### src/rtl/round_timer_pkg.sv
// ---------------------------------------------------------------------------
// round_timer_pkg
// Shared types and constants for the round timer:
//   state_e      : FSM states (IDLE, RUN, PAUSE, DONE)
//   digits_t     : the M:SS display value as three BCD digits
//   SEG_DIGITS   : active-low 7-segment patterns (gfedcba) for 0..9
//   SEG_BLANK    : all segments off
//   digits_step  : advance an M:SS value by one second up or down
// ---------------------------------------------------------------------------
package round_timer_pkg;

  typedef enum logic [1:0] {
    IDLE,
    RUN,
    PAUSE,
    DONE
  } state_e;

  typedef struct packed {
    logic [3:0] min_ones;
    logic [3:0] sec_tens;
    logic [3:0] sec_ones;
  } digits_t;

  localparam logic [6:0] SEG_BLANK = 7'b1111111;

  localparam logic [6:0] SEG_DIGITS [10] = '{
    7'b1000000, 7'b1111001, 7'b0100100, 7'b0110000, 7'b0011001,
    7'b0010010, 7'b0000010, 7'b1111000, 7'b0000000, 7'b0010000
  };

  // One-second step with BCD carry/borrow. Down steps never start from 0:00
  // because the FSM stops there, so the minute borrow cannot underflow.
  function automatic digits_t digits_step(input digits_t d, input logic down);
    digits_t r;
    r = d;
    if (!down) begin
      if (d.sec_ones == 4'd9) begin
        r.sec_ones = 4'd0;
        if (d.sec_tens == 4'd5) begin
          r.sec_tens = 4'd0;
          r.min_ones = (d.min_ones == 4'd9) ? 4'd0 : d.min_ones + 4'd1;
        end else begin
          r.sec_tens = d.sec_tens + 4'd1;
        end
      end else begin
        r.sec_ones = d.sec_ones + 4'd1;
      end
    end else begin
      if (d.sec_ones == 4'd0) begin
        r.sec_ones = 4'd9;
        if (d.sec_tens == 4'd0) begin
          r.sec_tens = 4'd5;
          r.min_ones = d.min_ones - 4'd1;
        end else begin
          r.sec_tens = d.sec_tens - 4'd1;
        end
      end else begin
        r.sec_ones = d.sec_ones - 4'd1;
      end
    end
    return r;
  endfunction

endpackage

### src/rtl/round_timer_seg7.sv
// ---------------------------------------------------------------------------
// round_timer_seg7
// BCD to active-low 7-segment decoder; codes above 9 blank the digit.
//   bcd_i [3:0] : BCD digit
//   seg_o [6:0] : segments gfedcba, 0 = lit
// ---------------------------------------------------------------------------
module round_timer_seg7
  import round_timer_pkg::*;
(
  input  logic [3:0] bcd_i,
  output logic [6:0] seg_o
);

  always_comb begin
    // NOTE: default assignment first so every path drives seg_o (no latch).
    seg_o = SEG_BLANK;
    if (bcd_i <= 4'd9) begin
      seg_o = SEG_DIGITS[bcd_i];
    end
  end

endmodule

### src/rtl/round_timer.sv
// ---------------------------------------------------------------------------
// round_timer
// Round timer counting M:SS up to, or down from, a fixed limit.
// Parameters:
//   TICK_DIV  : clock cycles per one-second tick (>= 2)
//   LIMIT_MIN : round-limit minutes digit (0-9)
//   LIMIT_SEC : round-limit seconds (0-59)
// Ports:
//   Clock, Resetn            : clock, asynchronous active-low reset
//   start                    : one-cycle start/restart (latches mode)
//   clear                    : synchronous return to idle (highest priority)
//   pause                    : level, freezes the count while high
//   mode                     : 0 = count up, 1 = count down
//   sec_ones/sec_tens/min_ones: BCD display digits
//   tick                     : one-cycle strobe when a second elapses
//   running                  : high in RUN and PAUSE
//   timeout                  : high while in DONE
//   done_pulse               : one cycle on entry to DONE
//   HEX0/HEX1/HEX2           : active-low segments for the three digits
// Build option: define ROUND_TIMER_SEG_EN to build the segment decoders;
// otherwise the HEX outputs are tied blank.
// ---------------------------------------------------------------------------
module round_timer
  import round_timer_pkg::*;
#(
  parameter int TICK_DIV  = 50000000,
  parameter int LIMIT_MIN = 1,
  parameter int LIMIT_SEC = 0
) (
  input  logic       Clock,
  input  logic       Resetn,
  input  logic       start,
  input  logic       clear,
  input  logic       pause,
  input  logic       mode,
  output logic [3:0] sec_ones,
  output logic [3:0] sec_tens,
  output logic [3:0] min_ones,
  output logic       tick,
  output logic       running,
  output logic       timeout,
  output logic       done_pulse,
  output logic [6:0] HEX0,
  output logic [6:0] HEX1,
  output logic [6:0] HEX2
);

  localparam int             PW        = $clog2(TICK_DIV);
  localparam logic [PW-1:0]  PRESC_MAX = PW'(TICK_DIV - 1);
  localparam digits_t        LIMIT     = digits_t'({4'(LIMIT_MIN), 4'(LIMIT_SEC / 10),
                                                    4'(LIMIT_SEC % 10)});
  localparam digits_t        ZERO      = '0;
  localparam bit             LIMIT_IS_ZERO = (LIMIT_MIN == 0) && (LIMIT_SEC == 0);

  state_e        state_q;
  logic [PW-1:0] presc_q;
  digits_t       digits_q;
  digits_t       digits_d;
  digits_t       target;
  logic          mode_q;
  logic          running_q;
  logic          timeout_q;
  logic          done_pulse_q;
  logic          tick_now;

  assign digits_d = digits_step(digits_q, mode_q);
  assign target   = mode_q ? ZERO : LIMIT;

  // The second elapses only when RUN actually advances this cycle; a clear,
  // restart or pause arriving on the wrap cycle wins and swallows the tick.
  assign tick_now = (state_q == RUN) && (presc_q == PRESC_MAX) && !clear && !start && !pause;

  always_ff @(posedge Clock or negedge Resetn) begin
    if (!Resetn) begin
      state_q      <= IDLE;
      presc_q      <= '0;
      digits_q     <= ZERO;
      mode_q       <= 1'b0;
      running_q    <= 1'b0;
      timeout_q    <= 1'b0;
      done_pulse_q <= 1'b0;
    end else begin
      // NOTE: non-blocking assignments so every register samples pre-edge values.
      done_pulse_q <= 1'b0;
      if (clear) begin
        state_q   <= IDLE;
        presc_q   <= '0;
        digits_q  <= ZERO;
        running_q <= 1'b0;
        timeout_q <= 1'b0;
      end else if (start) begin
        mode_q   <= mode;
        presc_q  <= '0;
        digits_q <= mode ? LIMIT : ZERO;
        // A 0:00 limit is already reached at load time in either direction.
        state_q      <= LIMIT_IS_ZERO ? DONE : RUN;
        running_q    <= !LIMIT_IS_ZERO;
        timeout_q    <= LIMIT_IS_ZERO;
        done_pulse_q <= LIMIT_IS_ZERO;
      end else begin
        case (state_q)
          RUN: begin
            if (pause) begin
              state_q <= PAUSE;
            end else if (tick_now) begin
              presc_q  <= '0;
              digits_q <= digits_d;
              if (digits_d == target) begin
                state_q      <= DONE;
                running_q    <= 1'b0;
                timeout_q    <= 1'b1;
                done_pulse_q <= 1'b1;
              end
            end else begin
              presc_q <= presc_q + 1'b1;
            end
          end
          PAUSE: begin
            if (!pause) begin
              state_q <= RUN;
            end
          end
          default: ;
        endcase
      end
    end
  end

  assign sec_ones   = digits_q.sec_ones;
  assign sec_tens   = digits_q.sec_tens;
  assign min_ones   = digits_q.min_ones;
  assign tick       = tick_now;
  assign running    = running_q;
  assign timeout    = timeout_q;
  assign done_pulse = done_pulse_q;

`ifdef ROUND_TIMER_SEG_EN
  round_timer_seg7 u_seg0 (.bcd_i(digits_q.sec_ones), .seg_o(HEX0));
  round_timer_seg7 u_seg1 (.bcd_i(digits_q.sec_tens), .seg_o(HEX1));
  round_timer_seg7 u_seg2 (.bcd_i(digits_q.min_ones), .seg_o(HEX2));
`else
  assign HEX0 = SEG_BLANK;
  assign HEX1 = SEG_BLANK;
  assign HEX2 = SEG_BLANK;
`endif

endmodule
### config.mk
export PLATFORM = sky130hd
export DESIGN_NAME = round_timer
export DESIGN_NICKNAME = d
export VERILOG_FILES = /design/src/rtl/round_timer_pkg.sv /design/src/rtl/round_timer_seg7.sv /design/src/rtl/round_timer.sv
export SDC_FILE = /design/constraint.sdc
export NUM_CORES = 1
export LEC_CHECK = 0
export BUFFER_PORTS_ARGS = -buffer_cell sky130_fd_sc_hd__buf_4
export CAP_MARGIN = 20
export CORE_UTILIZATION = 30
export CTS_CLUSTER_DIAMETER = 200
export DETAILED_ROUTE_END_ITERATION = 10
export GPL_ROUTABILITY_DRIVEN = 1
export PLACE_DENSITY = 0.58
export RECOVER_POWER = 50
export SLEW_MARGIN = 5
export SYNTH_ARGS = -nofsm -noshare
export SYNTH_HDL_FRONTEND = slang
export SYNTH_HIERARCHICAL = 1
export SYNTH_SLANG_ARGS = --single-unit
### constraint.sdc
create_clock -name Clock -period 3.78 [get_ports Clock]
set_clock_uncertainty 0.15 [all_clocks]
set_input_delay 0.189 -clock Clock [delete_from_list [all_inputs] [get_ports Clock]]
set_output_delay 0.189 -clock Clock [all_outputs]
set_load 0.05 [all_outputs]
==> results of run 1 <==
==> flip-flops by register name, summed over array words and instances, names as in the netlist <==
register,count
state_q,2
sec_tens,4
mode_q,1
sec_ones,4
done_pulse,1
running,1
presc_q,26
timeout,1
min_ones,4
==> power breakdown <==
group	total (W)	internal [W]	switching (W)	leakage [nW]
clock network	0.000296	0.000126	0.000171	0.0400
registers	0.000486	0.000476	0.0000102	0.608
logic	0.000182	0.0000506	0.000132	0.748
total	0.000965	0.000652	0.000313	1.40
==> layer usage <==
| metal | up-vias | global-route usage | routed length [microns] |
|---|---|---|---|
| met1 | 1296 | 0.1924 | 3624 |
| li1 | 1314 | - | - |
| met2 | 41 | 0.2403 | 3585 |
| met3 | 4 | 0.02882 | 189 |
| met5 | - | 0 | 0 |
| met4 | 0 | 0.01837 | 35 |
==> cells by family after synthesis <==
logic type / after synthesis / synth area share
buffers and inverters: 43 / 0.07906
other: 1 / 0.001191
XOR/XNOR: 24 / 0.06675
AO/OA/AOI/OAI: 57 / 0.1363
AND/OR/NAND/NOR: 186 / 0.3159
multiplexers: 3 / 0.01152
flip-flops: 44 / 0.3496
adder cells (fa/ha/maj): 10 / 0.03973
==> cell usage after synthesis (9+ instances only) <==
| master | count | area (sq um) |
|---|---|---|
| buf_4 | 21 | 157.7 |
| nand2_1 | 35 | 131.4 |
| inv_1 | 9 | 33.78 |
| xor2_1 | 21 | 183.9 |
| dfrtp_1 | 44 | 1101 |
| clkbuf_1 | 11 | 41.29 |
| nor2_1 | 49 | 183.9 |
| nor3_1 | 10 | 50.05 |
| ha_1 | 10 | 125.1 |
| nand3_1 | 14 | 70.07 |
| o21ai_0 | 17 | 85.08 |
==> cell type report <==
class                           count  area [sq um]
Clock buffer                        5         68.82
Tap cell                          136         170.2
Fill cell                        1095          6787
Sequential cell                    44          1101
Multi-Input combinational cell    301          1874
Timing Repair Buffer               28         183.9
Clock inverter                      2         12.51
Inverter                            9         33.78
==> final timing paths <==
path	start	end	slack (ns)	cells past startpoint
max in group asynchronous	Resetn	presc_q[21]	1.06	2
hold / removal	start	min_ones[0]	0.09	3
min in group asynchronous	Resetn	sec_tens[3]	1.04	2
setup reg to reg	sec_ones[0]	state_q[1]	0.47	8
setup / recovery	sec_ones[0]	state_q[1]	0.47	8
hold reg to reg	timeout	timeout	0.36	2
==> layout by cell type (no fill, tap or decap), types with 10 or more instances in the layout <==
cell	netlist	layout
nand3_1	14	14
dfrtp_1	44	44
nor3_1	10	10
nor2_1	49	49
o21ai_0	17	17
nand2_1	35	35
buf_4	21	16
conb_1	1	21
xor2_1	21	21
ha_1	10	10
==> through the flow <==
stage	std cells	cell area (sq um)	util	hold WS (ns)	power [W]
CTS	525	3478	0.3400	0.07998	0.0009762
global route	525	3445	0.3367	0.09446	0.001014
detailed placement	515	3367	0.3291	0.08885	0.0006780
global placement	515	3367	0.3291	0.08500	0.0006756
floorplan	388	3224	-	-0.2566	0.0006549
finish	525	3445	0.3367	0.09202	0.0009648
==> critical path: stages (launching register included) <==
cell	delay, ns
dfrtp_1	0.47
inv_1	0.14
ha_1	0.22
or4b_1	0.60
mux2_4	0.34
a2111oi_4	0.39
o2111ai_2	0.23
or3_4	0.43
a31o_1	0.23
==> what timing repair did <==
action / CTS / global route
hold endpoints to repair: 48 / 0
hold buffers: 3 / 0
setup buffers: 0 / 0
==> impl_metrics.csv, run 1 <==
group,metric,value,unit
routing,vias,2655,
worst_setup_path,cp_max_fo,9,
timing,rsz0062_at_grt,"false",
timing,setup_ws,0.4745,ns
synth,synth_cell_type_count,64,
timing,slew_headroom,-0.6346,
timing,hold_viol,0,
global_routing,overflow,0,
min_path,hp-class,"primary input to flip-flop",
cells_and_area,syn_to_final_growth,9.376,%
routing,drc_errors,0,
clock_network,cts_root_buffer,"clkbuf_8",
routing,drt-wirelength-per-cell,14.16,microns
clock_network,cts_buffer_depth,2,
routing,drt_iter0_drc,98,
clock_network,clk_pin_slew,0.09,ns
place,pre_cts_ws,0.5075,ns
worst_setup_path,crit_type,"flip-flop to flip-flop",
synth,avgSynthCellArea,8.558,sq um
global_routing,grt_first_pass_wirelength,12820,microns
status,failed_checks,"capacitance limit, slew limit",
routing,antenna_left,0,
synth,synth_area,3149,sq um
cells_and_area,diodes,0,
timing,layout_min_cycle_time,3.305,ns
floorplan,start_util,0.3078,
synth,yosysWarningCount,6,
place,routabilityCongestion,0.8348,
power,power.density,280.1,nW/um^2
clock_network,cts-buffers-inserted,5,
routing,vias_per_cell,5.057,
timing,maxSlewViolCount,45,
place,dpl.hpwl,5440,microns
timing,fin_crit_sh,0.8745,
timing,max_freq,302.5,MHz
floorplan,die_h,104.5,microns
cells_and_area,nets,405,
synth,ys_ff_latch,44,
timing,fin_tns_setup,0,ns
worst_setup_path,worstPathArrival,3.34,ns
timing,worstMarginPinSlew,2.452,ns
power,ir_drop,140.8,uV
worst_setup_path,cp-end-kind,"flip-flop",
synth,synth_cells,368,
job,cap_violations,1,
global_routing,grt_pass1_vias,2600,
global_routing,grt_max_degree,45,
global_routing,grt_use_total,0.1428,
status,status,"finished with violations",
routing,totalWireLength,7435,microns
clock_network,cts_resized,0,
synth,synth_edf_count,0,
clock_network,clock_latency,0.29,ns
place,portBuffers,21,
timing,final-setup-viol-count,0,
clock_network,tritoncts,"done",
routing,firstDrtPassIters,4,
floorplan,ios,43,
worst_setup_path,critPathRequiredTime,3.81,ns
floorplan,die_w,104.5,microns
clock_network,htree_levels,2,
floorplan,coreArea,10230,sq um
worst_setup_path,critPathLaunchType,"flip-flop",
cells_and_area,drive_above_1_share,0.09512,
floorplan,die-area,10910,sq um
synth,yosysSeqAreaShare,0.3496,
global_routing,antenna_found_initial,0,
floorplan,row_count,37,
synth,postSynth.asyncResetShare,1.000,
synth,synthFlopType,"dfrtp_1",
clock_network,cts.sinks,44,
power,cellLeakagePower,1.396,nW
No activity file was read; power rests on OpenSTA's default activity.
==> inputs of run 2 (changes only) <==
- PLACE_DENSITY: 0.58 -> 0.44
==> run 2 against run 1 <==
  * Cell count decreased by 0.38%
  * Non-clock buffer count shrank 2
  * Critical endpoint unchanged
  * Utilization decreased by 0.15 points
  * Clock-buffer cell count stayed put
  * The run still ends with capacitance limit, slew limit left
  * Highest routed layer unchanged
  * Worst setup slack worse by 0.050 ns
==> impl_metrics.csv, run 2 (synthesis results as in run 1) <==
group,metric,value,unit
routing,drt_iter0_drc,68,
cells_and_area,largest_reg_flops,26,
clock_network,cts_resized,0,
clock_network,cts_root_buffer,"clkbuf_8",
global_routing,grt_max_degree,45,
timing,final-setup-viol-count,0,
global_routing,grt_first_pass_wirelength,13650,microns
worst_setup_path,reg2reg_to,"state_q[1]",
min_path,hold-path-cell-count,3,
timing,hold_viol,0,
routing,totalWireLength,7834,microns
global_routing,grt_pass1_vias,2726,
place,pre_cts_ws,0.4609,ns
cells_and_area,nets,403,
worst_setup_path,rr_worst_depth,8,
status,status,"finished with violations",
power,cellLeakagePower,1.385,nW
floorplan,die_h,104.5,microns
worst_setup_path,crit_type,"flip-flop to flip-flop",
status,failed_checks,"capacitance limit, slew limit",
power,ir_drop,156.6,uV
place,routabilityCongestion,0.7863,
routing,firstDrtPassIters,4,
timing,worstMarginPinSlew,2.541,ns
clock_network,clock_latency,0.30,ns
timing,fin_crit_sh,0.8877,
timing,slew_headroom,-0.6941,
floorplan,start_util,0.3078,
global_routing,overflow,0,
min_path,holdPathEnd,"running",
floorplan,die_w,104.5,microns
cells_and_area,syn_to_final_growth,8.900,%
clock_network,tritoncts,"done",
routing,antenna_left,0,
floorplan,die-area,10910,sq um
timing,maxSlewViolCount,45,
cells_and_area,diodes,0,
timing,rsz0062_at_grt,"false",
timing,max_freq,298.0,MHz
timing,layout_min_cycle_time,3.356,ns
worst_setup_path,critPathLaunchType,"flip-flop",
cells_and_area,regMostFlops,"presc_q",
worst_setup_path,critPathRequiredTime,3.82,ns
routing,drc_errors,0,
routing,vias,2625,
job,cap_violations,1,
place,placed_cell_area,3352,sq um
clock_network,cts_buffer_depth,2,
cells_and_area,final_cell_area,3430,sq um
clock_network,htree_levels,2,
min_path,hp-class,"primary input to flip-flop",
worst_setup_path,r2r_slack,0.42,ns
global_routing,grt_use_total,0.1536,
routing,drt-wirelength-per-cell,14.98,microns
floorplan,ios,43,
routing,vias_per_cell,5.019,
place,portBuffers,21,
clock_network,clk_pin_slew,0.09,ns
worst_setup_path,cp_max_fo,9,
global_routing,antenna_found_initial,0,
min_path,worstHoldStart,"start",
floorplan,row_count,37,
timing,setup_ws,0.4245,ns
power,total_power,0.0009628,W
clock_network,cts.sinks,44,
cells_and_area,drive_above_1_share,0.09044,
worst_setup_path,worstReg2RegStart,"sec_ones[0]",
floorplan,coreArea,10230,sq um
cells_and_area,layout_commonest_cell,"nor2_1",
worst_setup_path,cp-end-kind,"flip-flop",
clock_network,cts-buffers-inserted,5,
power,power.density,280.7,nW/um^2
cells_and_area,fin_util,0.3352,
place,dpl.hpwl,5620,microns
timing,fin_tns_setup,0,ns
cells_and_area,fillers,1096,
worst_setup_path,worstPathArrival,3.40,ns
cells_and_area,mostFrequentLayoutCells,"nor2_1, dfrtp_1, nand2_1, xor2_1, conb_1",
==> run 2: final cells by class <==
cell class | instances | area (sq um) | area share
clock buffer | 5 | 68.82 | 0.02007
clock inverter | 2 | 12.51 | 0.003648
inverter | 9 | 33.78 | 0.009850
multi-input combinational | 301 | 1874 | 0.5465
sequential | 44 | 1101 | 0.3211
tap | 136 | 170.2 | 0.04962
timing repair buffer | 26 | 168.9 | 0.04925
==> run 2: routing by layer <==
metal	GRT usage	routed length, microns	vias up
li1	-	-	1310
met1	0.1919	3667	1270
met2	0.2734	3866	37
met3	0.02506	187	8
met4	0.03776	112	0
met5	0	0	-
==> run 2: how the worst max path moves through the flow <==
| stage | slack (ns) | start | depth (start not counted) | to |
|---|---|---|---|---|
| final | 0.42 | sec_ones[0] | 8 | state_q[1] |
| after global routing | 0.25 | sec_ones[0] | 8 | state_q[1] |
| after CTS | 0.43 | sec_ones[0] | 8 | state_q[1] |
| after detailed placement | 0.46 | sec_ones[0] | 8 | state_q[1] |
| after global placement | 0.52 | sec_ones[0] | 8 | state_q[1] |
| after floorplan | 0.50 | sec_ones[0] | 9 | state_q[1] |
==> run 2: where the power goes <==
part,switching [W],internal (W)
registers,0.0000188,0.000476
clock network,0.000171,0.000126
logic,0.000122,0.0000500
total,0.000311,0.000651
==> run 2: what timing repair did <==
item | 4_1_cts | 5_1_grt
setup endpoints to repair | 0 | 0
hold buffers | 3 | 0
hold endpoints to repair | 48 | 0
setup buffers | 0 | 0
==> run 2: critical path, cell delays in order, from the launching register on <==
cell       delay (ns)
dfrtp_1          0.47
inv_1            0.14
ha_1             0.23
or4b_1           0.61
mux2_4           0.34
a2111oi_4        0.40
o2111ai_2        0.24
or3_4            0.44
a31o_1           0.22
==> run 2: stage by stage <==
stage	cells	hold slack [ns]
final	523	0.07424
after detailed placement	513	0.09543
after global placement	513	0.09474
after global routing	523	0.07002
after floorplan	388	-0.2566
after CTS	523	0.06694
==> inputs of run 3 (changes only) <==
- BUFFER_PORTS_ARGS: -buffer_cell sky130_fd_sc_hd__buf_4 -> -buffer_cell sky130_fd_sc_hd__buf_2
- REMOVE_ABC_BUFFERS: default -> 1
==> run 3 against run 2 <==
  * The flow now finishes without violations
  * Die area unchanged
  * Routed wire length down 1.0%
  * Register-to-register slack better by 0.03 ns
  * Hold slack better by 0.0039 ns
  * Critical path type unchanged
  * Critical endpoint unchanged
==> impl_metrics.csv, run 3 (synthesis results as in run 1) <==
group,metric,value,unit
cells_and_area,nets,405,
timing,max_freq,300.3,MHz
cells_and_area,syn_to_final_growth,9.257,%
worst_setup_path,cpPeakStageDelay,0.62,ns
worst_setup_path,crit_family,"simple AND/OR/NAND/NOR gates",
power,p_int,0.0007201,W
cells_and_area,fin_util,0.3363,
cells_and_area,regMostFlops,"presc_q",
min_path,hp-class,"primary input to flip-flop",
clock_network,cts_root_buffer,"clkbuf_8",
cells_and_area,seqCellArea,1101,sq um
timing,slew_headroom,0.1357,
floorplan,row_count,37,
worst_setup_path,cp_max_fo,9,
worst_setup_path,worstPathArrival,3.37,ns
power,switching_share,0.3070,
floorplan,coreArea,10230,sq um
timing,maxSlewViolCount,0,
worst_setup_path,cp-endpoint,"state_q[1]",
timing,rsz0062_at_grt,"false",
worst_setup_path,reg2reg_to,"state_q[1]",
power,power.density,302.0,nW/um^2
power,clockPowerShare,0.359,
routing,vias_per_cell,5.072,
routing,antenna_left,0,
status,status,"complete, no violations",
clock_network,clk_pin_slew,0.09,ns
routing,totalWireLength,7755,microns
place,dpl.hpwl,5641,microns
routing,firstDrtPassIters,4,
global_routing,grt_max_degree,45,
cells_and_area,layout_commonest_cell,"nor2_1",
place,routabilityCongestion,0.7656,
cells_and_area,multi_input_area,1874,sq um
floorplan,die_h,104.5,microns
timing,fin_crit_sh,0.8810,
worst_setup_path,crit_type,"flip-flop to flip-flop",
worst_setup_path,crit_path_cell_trace,"inv_1 -> ha_1 -> or4b_1 -> mux2_4 -> a2111oi_4 -> o2111ai_2 -> or3_4 -> a31o_1",
global_routing,grt_pass1_vias,2591,
timing,layout_min_cycle_time,3.330,ns
clock_network,clock_latency,0.30,ns
timing,fin_tns_setup,0,ns
power,power.switching,0.0003190,W
worst_setup_path,slowest_stage,"or4b_1",
cells_and_area,fillers,1120,
worst_setup_path,critPathRequiredTime,3.82,ns
timing,final-setup-viol-count,0,
worst_setup_path,cp-end-kind,"flip-flop",
worst_setup_path,cp.depth,8,
global_routing,antenna_found_initial,0,
routing,drc_errors,0,
timing,hold_viol,0,
job,cap_violations,0,
timing,worstMarginPinSlew,1.296,ns
power,seqPwrFrac,0.476,
place,pre_cts_ws,0.4801,ns
worst_setup_path,r2r_slack,0.45,ns
floorplan,die-area,10910,sq um
cells_and_area,diodes,0,
clock_network,cts_buffer_depth,2,
routing,drt-wirelength-per-cell,14.74,microns
cells_and_area,mostFrequentLayoutCells,"nor2_1, dfrtp_1, nand2_1, xor2_1, conb_1",
clock_network,cts.sinks,44,
worst_setup_path,critPathLaunchType,"flip-flop",
worst_setup_path,worstReg2RegStart,"sec_ones[0]",
floorplan,ios,43,
global_routing,grt_use_total,0.1471,
worst_setup_path,crit_buf_inv,1,
floorplan,die_w,104.5,microns
floorplan,start_util,0.3078,
clock_network,htree_levels,2,
clock_network,cts-buffers-inserted,5,
cells_and_area,largest_reg_flops,26,
timing,setup_ws,0.4500,ns
power,cellLeakagePower,1.403,nW
clock_network,tritoncts,"done",
place,portBuffers,21,
power,p_comb_frac,0.165,
routing,vias,2668,
routing,drt_iter0_drc,53,
power,ir_drop,129.1,uV
cells_and_area,drive_above_1_share,0.09487,
worst_setup_path,rr_worst_depth,8,
worst_setup_path,crit_start,"sec_ones[0]",
global_routing,overflow,0,
global_routing,grt_first_pass_wirelength,13020,microns
-- run 3: cell types whose count changed in the layout (fill, tap and decap cells not counted) --
cell and change:
buf_2 +12, clkbuf_1 +1, bufinv_16 +1, buf_4 -11
-- run 3: layer usage --
metal	global-route usage	share of wire	vias to the layer above
li1	-	-	1317
met5	0	0	-
met2	0.2621	0.49	39
met1	0.1879	0.48	1308
met4	0.02755	0.0057	0
met3	0.02193	0.028	4
-- run 3: repair_timing --
| action | CTS | global route |
|---|---|---|
| hold endpoints to repair | 48 | 0 |
| gates resized for setup | 0 | 0 |
| buffers inserted | 0 | 0 |
| hold buffers | 3 | 0 |
-- run 3: final cells by class --
type / instances / share of cell area
clock inverters: 3 / 0.01236
inverters: 9 / 0.009818
clock buffers: 5 / 0.02000
repair buffers: 28 / 0.04364
multi-input cells: 301 / 0.5447
well taps: 136 / 0.04945
flip-flops and latches: 44 / 0.3200
-- run 3: power groups by stage --
stage	Combinational [W]	Clock, W	Sequential [W]
final	0.000172	0.000373	0.000495
after detailed placement	0.000171	0	0.000504
after global routing	0.000187	0.000403	0.000497
after global placement	0.000170	0	0.000505
after floorplan	0.000126	0	0.000504
after CTS	0.000173	0.000390	0.000495
-- run 3: worst reg2reg max path: cells and delay by family, from the launching register on --
kind	cells	cell delay, ns
compound gates	3	0.83
buf+inv	1	0.13
fa+ha+maj	1	0.23
simple gates	2	1.06
mux	1	0.35
flops	1	0.46
-- run 3: through the flow --
stage	instances	hold slack (ns)	total power, W	instance area, sq um
after CTS	525	0.06431	0.001058	3448
final	526	0.07811	0.001039	3441
after floorplan	354	-0.2566	0.0006298	3009
after global placement	514	0.2884	0.0006745	3307
after global routing	526	0.09049	0.001087	3441
after detailed placement	514	0.2924	0.0006745	3307
-- run 3: how the worst min path moves through the flow --
stage / from / to / slack (ns) / depth (start not counted)
2_1_floorplan: Resetn / done_pulse / -0.26 / 0
3_3_place_gp: clear / state_q[0] / 0.29 / 2
3_5_place_dp: clear / state_q[0] / 0.29 / 2
4_1_cts: start / running / 0.06 / 3
5_1_grt: start / running / 0.09 / 3
6_report: start / running / 0.08 / 3
